## config.mk

```make
export PLATFORM = sky130hd
export DESIGN_NAME = fetch_unit
export DESIGN_NICKNAME = d
export VERILOG_FILES = /design/src/rtl/redux_v_pkg.sv /design/src/rtl/fetch_perf_counter.sv /design/src/rtl/fetch_unit.sv
export SDC_FILE = /design/constraint.sdc
export NUM_CORES = 1
export LEC_CHECK = 0
export BUFFER_PORTS_ARGS = -buffer_cell sky130_fd_sc_hd__buf_2
export CORE_MARGIN = 3
export CORE_UTILIZATION = 50
export DETAILED_ROUTE_END_ITERATION = 10
export HOLD_SLACK_MARGIN = 0.02
export PLACE_DENSITY_LB_ADDON = 0.12
export SYNTH_ARGS = -nofsm -noshare
export SYNTH_HDL_FRONTEND = slang
export SYNTH_HIERARCHICAL = 1
export SYNTH_SLANG_ARGS = --single-unit
```

## constraint.sdc

```tcl
create_clock -name clk -period 2.35 [get_ports clk]
set_clock_uncertainty 0.1 [all_clocks]
set_input_delay 0 -clock clk [delete_from_list [all_inputs] [get_ports clk]]
set_output_delay 0 -clock clk [all_outputs]
set_load 0.02 [all_outputs]
```

## src/rtl/redux_v_pkg.sv

```systemverilog
// Shared types and default geometry for the fetch stage and instruction memory.
// Build option: FETCH_COUNT_EN adds the fetch_count performance counter to fetch_unit.
package redux_v_pkg;

  localparam int         DEFAULT_ADDR_BITS = 8;
  localparam logic [7:0] DEFAULT_RESET_PC  = 8'h00;

  typedef enum logic [1:0] {
    BOOT   = 2'd0,
    RUN    = 2'd1,
    HALTED = 2'd2
  } fetch_state_t;

endpackage

```

## src/rtl/fetch_perf_counter.sv

```systemverilog
// Saturating event counter: counts inc pulses and sticks at all-ones.
module fetch_perf_counter #(
  parameter int WIDTH = 16
) (
  input  logic             clk,
  input  logic             rst,
  input  logic             inc,
  output logic [WIDTH-1:0] count
);

  always_ff @(posedge clk or posedge rst) begin
    if (rst) begin
      count <= '0;
    end else if (inc && (count != {WIDTH{1'b1}})) begin
      count <= count + WIDTH'(1);
    end
  end

endmodule

```

## src/rtl/fetch_unit.sv

```systemverilog
// PC generation and fetch control ahead of a 1-cycle instruction memory.
// Build option: FETCH_COUNT_EN adds the fetch_count port (saturating count of fetches).
//
//   state  | meaning
//   BOOT   | first cycle after reset, RESET_PC being fetched, no valid instruction yet
//   RUN    | fetching: advance, replay on stall, or redirect on branch
//   HALTED | frozen until rst, memory output marked invalid
module fetch_unit
  import redux_v_pkg::*;
#(
  parameter int                   ADDR_BITS  = DEFAULT_ADDR_BITS,
  parameter logic [ADDR_BITS-1:0] RESET_PC   = ADDR_BITS'(DEFAULT_RESET_PC),
  parameter int                   COUNT_BITS = 16
) (
  input  logic                  clk,
  input  logic                  rst,
  input  logic                  stall,
  input  logic                  branch_taken,
  input  logic [ADDR_BITS-1:0]  branch_target,
  input  logic                  halt,
  output logic [ADDR_BITS-1:0]  pc,
  output logic [ADDR_BITS-1:0]  inst_pc,
  output logic                  inst_valid,
  output logic                  halted
`ifdef FETCH_COUNT_EN
  ,
  output logic [COUNT_BITS-1:0] fetch_count
`endif
);

  fetch_state_t         state, state_d;
  logic [ADDR_BITS-1:0] next_pc, next_pc_d, inst_pc_d;
  logic                 inst_valid_d;
  logic                 replay;

  assign replay = stall && inst_valid;
  assign halted = (state == HALTED);

  always_ff @(posedge clk or posedge rst) begin
    if (rst) begin
      state      <= BOOT;
      next_pc    <= RESET_PC;
      inst_pc    <= RESET_PC;
      inst_valid <= 1'b0;
    end else begin
      state      <= state_d;
      next_pc    <= next_pc_d;
      inst_pc    <= inst_pc_d;
      inst_valid <= inst_valid_d;
    end
  end

  always_comb begin
    state_d      = state;
    next_pc_d    = next_pc;
    inst_pc_d    = inst_pc;
    inst_valid_d = inst_valid;
    case (state)
      BOOT: begin
        state_d      = RUN;
        inst_pc_d    = RESET_PC;
        inst_valid_d = 1'b1;
        next_pc_d    = RESET_PC + ADDR_BITS'(1);
      end
      RUN: begin
        if (halt) begin
          state_d      = HALTED;
          inst_valid_d = 1'b0;
        end else if (branch_taken) begin
          inst_pc_d    = branch_target;
          inst_valid_d = 1'b1;
          next_pc_d    = branch_target + ADDR_BITS'(1);
        end else if (!replay) begin
          inst_pc_d    = next_pc;
          inst_valid_d = 1'b1;
          next_pc_d    = next_pc + ADDR_BITS'(1);
        end
      end
      HALTED: begin
        inst_valid_d = 1'b0;
      end
      default: begin
        state_d      = BOOT;
        inst_valid_d = 1'b0;
      end
    endcase
  end

  // BOOT always loads RESET_PC, so the address must be next_pc there regardless of inputs.
  always_comb begin
    pc = next_pc;
    if (state == RUN) begin
      if (branch_taken) begin
        pc = branch_target;
      end else if (replay) begin
        pc = inst_pc;
      end
    end
  end

`ifdef FETCH_COUNT_EN
  logic count_inc;

  assign count_inc = (state == BOOT) ||
                     ((state == RUN) && !halt && (branch_taken || !replay));

  fetch_perf_counter #(
    .WIDTH (COUNT_BITS)
  ) u_perf (
    .clk   (clk),
    .rst   (rst),
    .inc   (count_inc),
    .count (fetch_count)
  );
`endif

endmodule

```

-- Word-level counts from Yosys, hierarchy flattened
Index checks and enable logic that the tools add are counted.
- flip-flop bits (word level): 19
- bits in latches: 0
- RAM bits: 0
- bits in read-only memories: 0
- bits of input ports: 13
- output and inout port bits: 18
- memories: 0
- $add $sub $neg: 2
- $mul: 0
- divide/modulo/power cells: 0
- magnitude comparators: 0
- equality and inequality tests: 6
- shift operators: 0
- multiplexer cells: 15
- bitwise gates (word level): 1
- reduce and logical (&&, ||, !) cells: 6
- operators with widths (operator ; count):
    8-bit 2-to-1 mux ; 7
    8-bit case mux with 2 select lines ; 2
    8-bit by 1-bit adder with 8-bit output (second input constant) ; 2
    2-bit case mux with 3 select lines ; 1
    2-bit != test (second input constant) ; 2
    4-bit != test (second input constant) ; 1
    2-bit AND reduction ; 2
    1-bit 2-to-1 mux ; 3
    3-bit != test (second input constant) ; 1
    3-bit AND reduction ; 1
    2-bit by 1-bit equality test with 1-bit output (second input constant) ; 1
    2-bit equality test (second input constant) ; 1
    2-bit logical NOT ; 1
    2-bit 2-to-1 mux ; 1
    1-bit case mux with 2 select lines ; 1
    2-bit nonzero test ; 1
    1-bit logical AND ; 1
    1-bit inverter ; 1

-- Longest topological paths before layout
- word-level depth: 5
- mapped depth: 10
- mapped depth without buffers: 7

-- Worst setup path after synthesis
Ideal clock, no wire load.
- path kind: input port to flip-flop
- start point: input port branch_taken
- end point: register next_pc[4]
- arrival time: 1.834 ns
- required time: 2.160 ns
- setup slack: 0.326 ns
- stages on the path: 10
- cells stage by stage: buf_2 -> buf_2 -> buf_2 -> nand2_1 -> o21ai_0 -> ha_1 -> and4b_1 -> a41oi_1 -> or4_1 -> o221ai_1
- longest elaborated chain between the ends: 3
- elaborated cells on any way between the ends: 5
- classes of those cells: eq/ne (1); mux (3); reduce/logical (1)
- ends and longest elaborated chain (element ; RTL line ; source):
    start, declared ; fetch_unit.sv:18 ; input logic branch_taken,
    8-bit 2-to-1 mux ; fetch_unit.sv:69 ; end else if (branch_taken) begin
    8-bit 2-to-1 mux ; fetch_unit.sv:66 ; if (halt) begin
    8-bit case mux with 2 select lines ; fetch_unit.sv:58 ; case (state)
    end signal, assigned ; fetch_unit.sv:47 ; next_pc <= next_pc_d;
    end, declared ; fetch_unit.sv:32 ; logic [ADDR_BITS-1:0] next_pc, next_pc_d, inst_pc_d;
Several ways; a longest one is shown, not always the timed one. The select of a mux whose other input is x is not followed.
A chain may end at the register's enable or synchronous reset.

-- Final worst setup path
- start point: register next_pc[1]
- end point: register next_pc[4]
- longest elaborated chain between the ends: 5
- ends and longest elaborated chain (element ; RTL line ; source):
    8-bit by 1-bit adder with 8-bit output ; fetch_unit.sv:76 ; next_pc_d = next_pc + ADDR_BITS'(1);
    8-bit 2-to-1 mux ; fetch_unit.sv:73 ; end else if (!replay) begin
    8-bit 2-to-1 mux ; fetch_unit.sv:69 ;
    8-bit 2-to-1 mux ; fetch_unit.sv:66 ;
    8-bit case mux with 2 select lines ; fetch_unit.sv:58 ;
Every way passes these cells. The select of a mux whose other input is x is not followed.

==> summary.txt <==
Clock tree
  – Clk slew on worst S/H paths: 110 ps
  – Clk root buf: clkbuf_4
  – CTS H-tree depth: 1
  – Hold buffers post-CTS: 9
  – TritonCTS clock tree: built
  – CTS Buf Count: 3
  – Post_cts resized: 0
  – Clock Tree Buf Depth: 2
  – Clock Sinks: 19
  – Clock Latency Late Sink: 290 ps
  – Post-CTS Repair Setup Buffers: 0

Power and ir drop
  – Power Dens Cells: 1028 nW/um2
  – Cell leakage power: 0.7340 nW
  – Overall Power: 1.584 mW
  – Worst VDD drop: 735.3 uV

Drt
  – Detailed Route WL: 3213 um
  – First DRT Iteration DRCs: 58
  – Vias: 1236
  – WL per Instance: 15.16 um
  – Drt pass-1 iters: 4
  – Via density: 5.830
  – Routed Antenna Nets: 0
  – DRC: 0

Logic synthesis
  – Syn_nets: 161
  – #FFs+latches synth: 19
  – Yosys warns: 6
  – Syn_area_per_cell: 8.571 um2
  – Number of enable flip-flop cells after synthesis: 0
  – Async SR Flop Fraction: 100.0%
  – Syn Inst Count: 147
  – Most used DFF post-synth: dfrtp_1
  – Synth cell types: 36
  – Register area share after synthesis: 37.74%
  – Post-Synthesis Cell Area: 1260 um2

STA
  – Final WS setup: 286.9 ps
  – Final hold violations: 0
  – Max_slew headroom: 50.80%
  – Tmin final: 2063 ps
  – Crit share post-route: 87.79%
  – Worst slew pin tran: 737.2 ps
  – WHS: 71.24 ps
  – Setup-failing EPs final: 0
  – Peak Freq: 0.4847 GHz
  – TNS Setup: 0 ps
  – RSZ-0062 raised after global routing: no
  – Max Slew Vio Count: 0

Floorplan
  – # IOs: 31
  – DIE HEIGHT: 56.20 um
  – Core Area: 2297 um2
  – Die width: 56.20 um
  – Die area: 3158 um2
  – # rows: 17
  – Starting Density: 54.85%

Layout
  – Fillers: 180
  – Final #Nets: 199
  – Multi-input logic area: 719.4 um2
  – Register Area: 475.5 um2
  – Final Cell Area: 1541 um2
  – Commonest cells after routing, fill and taps aside: buf_2 (30), nand2_1 (26), o21ai_0 (23)
  – Diodes inserted: 0
  – Area growth, synth to finish: 22.34%
  – Most common library cell in the layout ignoring fill and taps: buf_2
  – Layout cells sized above 1: 22.28%

Worst setup path
  – Worst EP required: 2470 ps
  – CP Buf/Inv Count: 1
  – Kind of critical path: flip-flop to flip-flop
  – RR Endpoint: next_pc[4]
  – CP max FO: 6
  – RR Startpoint: next_pc[1]
  – CP max-delay cell: dfrtp_1
  – R2R Setup Slk: 290 ps
  – Crit-path cells: inv_1, o21ai_0, ha_1, and4b_1, a41oi_1, or4_1, o221ai_1
  – Largest delay share family, worst path: simple AND/OR/NAND/NOR gates
  – Worst path arrival time: 2180 ps
  – Worst-case reg-to-reg path depth: 7
  – Max stage delay on crit path: 440 ps
  – Setup crit start: next_pc[1]
  – CP startpoint kind: flip-flop
  – Crit path depth: 7
  – CP Capture Type: flip-flop

Placement
  – PortBufs: 30
  – Post-DP Area: 1425 um2
  – GP Congestion: 0.8855
  – Post-place setup slack: 314.7 ps
  – Final HPWL from detailed placement: 2255 um

Worst hold path
  – Worst hold stages: 4
  – Hold endpoint: next_pc[2]
  – Hold Crit Class: primary input to flip-flop
  – HP Start: branch_target[2]

Status
  – Outcome: completed

Global routing
  – Initial antenna violation count: 0
  – First-pass GRT wire length: 5285 um
  – Congestion Overflow GR: 0
  – Gr usage total: 20.97%
  – Largest net degree at the start of global routing: 22
  – Vias in the first global route: 1210

Flow run
  – Max Cap Viol: 0
## per-layer routing
metal / global-route usage, % / up-vias / part of all wire (%)
met5: 0 / - / 0
met1: 25.54 / 584 / 43
met4: 10.51 / 0 / 1.3
met3: 2.088 / 7 / 5.4
li1: - / 602 / -
met2: 36.39 / 43 / 50
## report_power, final
| group | switching [mW] | total (mW) | internal [mW] |
|---|---|---|---|
| clock network | 0.102 | 0.168 | 0.0660 |
| registers | 0.114 | 0.556 | 0.443 |
| logic | 0.561 | 0.859 | 0.298 |
## cell usage after synthesis, drive strengths merged, types with 2 or more instances
cell     n  area share [%]
o21ai   27              11
nand2   26             7.7
dfrtp   19              38
mux2i   11             8.7
inv      8             2.4
mux2     5             4.5
xor2     5             3.5
buf      4             1.6
clkbuf   4             1.2
nor2     4             1.2
nand4    3             1.5
o21a     3             1.8
a221oi   2             1.4
a22oi    2             1.2
and2     2            0.99
nand2b   2            0.99
nand4b   2             1.4
nor4     2            0.99
## cell families (layout without fill, tap and decap cells)
group	count (synthesis)	count (layout)	share of synthesized area, %
simple gates	49	49	19.56
compound gates	41	41	19.86
flops	19	19	37.74
mux	16	16	13.21
buf+inv	16	53	5.164
xor+xnor	5	5	3.476
fa+ha+maj	1	1	0.9929
## worst max path at each step
stage / endpoint / slack (ps)
after global routing: next_pc[4] / 70
after global placement: next_pc[4] / 370
after floorplan: next_pc[4] / 330
after CTS: next_pc[4] / 290
after detailed placement: next_pc[4] / 310
final: next_pc[4] / 290
## registers in the layout, indices dropped and copies added, names as in the netlist
signal and flops:
inst_pc 8, inst_valid 1, next_pc 8, state 2
## area by class of cell
| cell class | instances | area share (%) |
|---|---|---|
| Multi-Input combinational cell | 112 | 46.67 |
| Timing Repair Buffer | 41 | 16.56 |
| Inverter | 8 | 1.948 |
| Tap cell | 28 | 2.273 |
| Sequential cell | 19 | 30.84 |
| Clock buffer | 4 | 1.705 |
## through the flow
stage	cells	utilization (%)
global route	212	67.10
CTS	212	67.10
finish	212	67.10
floorplan	147	-
global placement	199	62.04
detailed placement	199	62.04
## worst register-to-register path, stage by stage (launching register included)
cell      delay (ps)
dfrtp_1          440
inv_1             60
o21ai_0          200
ha_1             290
and4b_1          240
a41oi_1           70
or4_1            420
o221ai_1         170
Note: power is estimated with default switching activity, not from simulation.
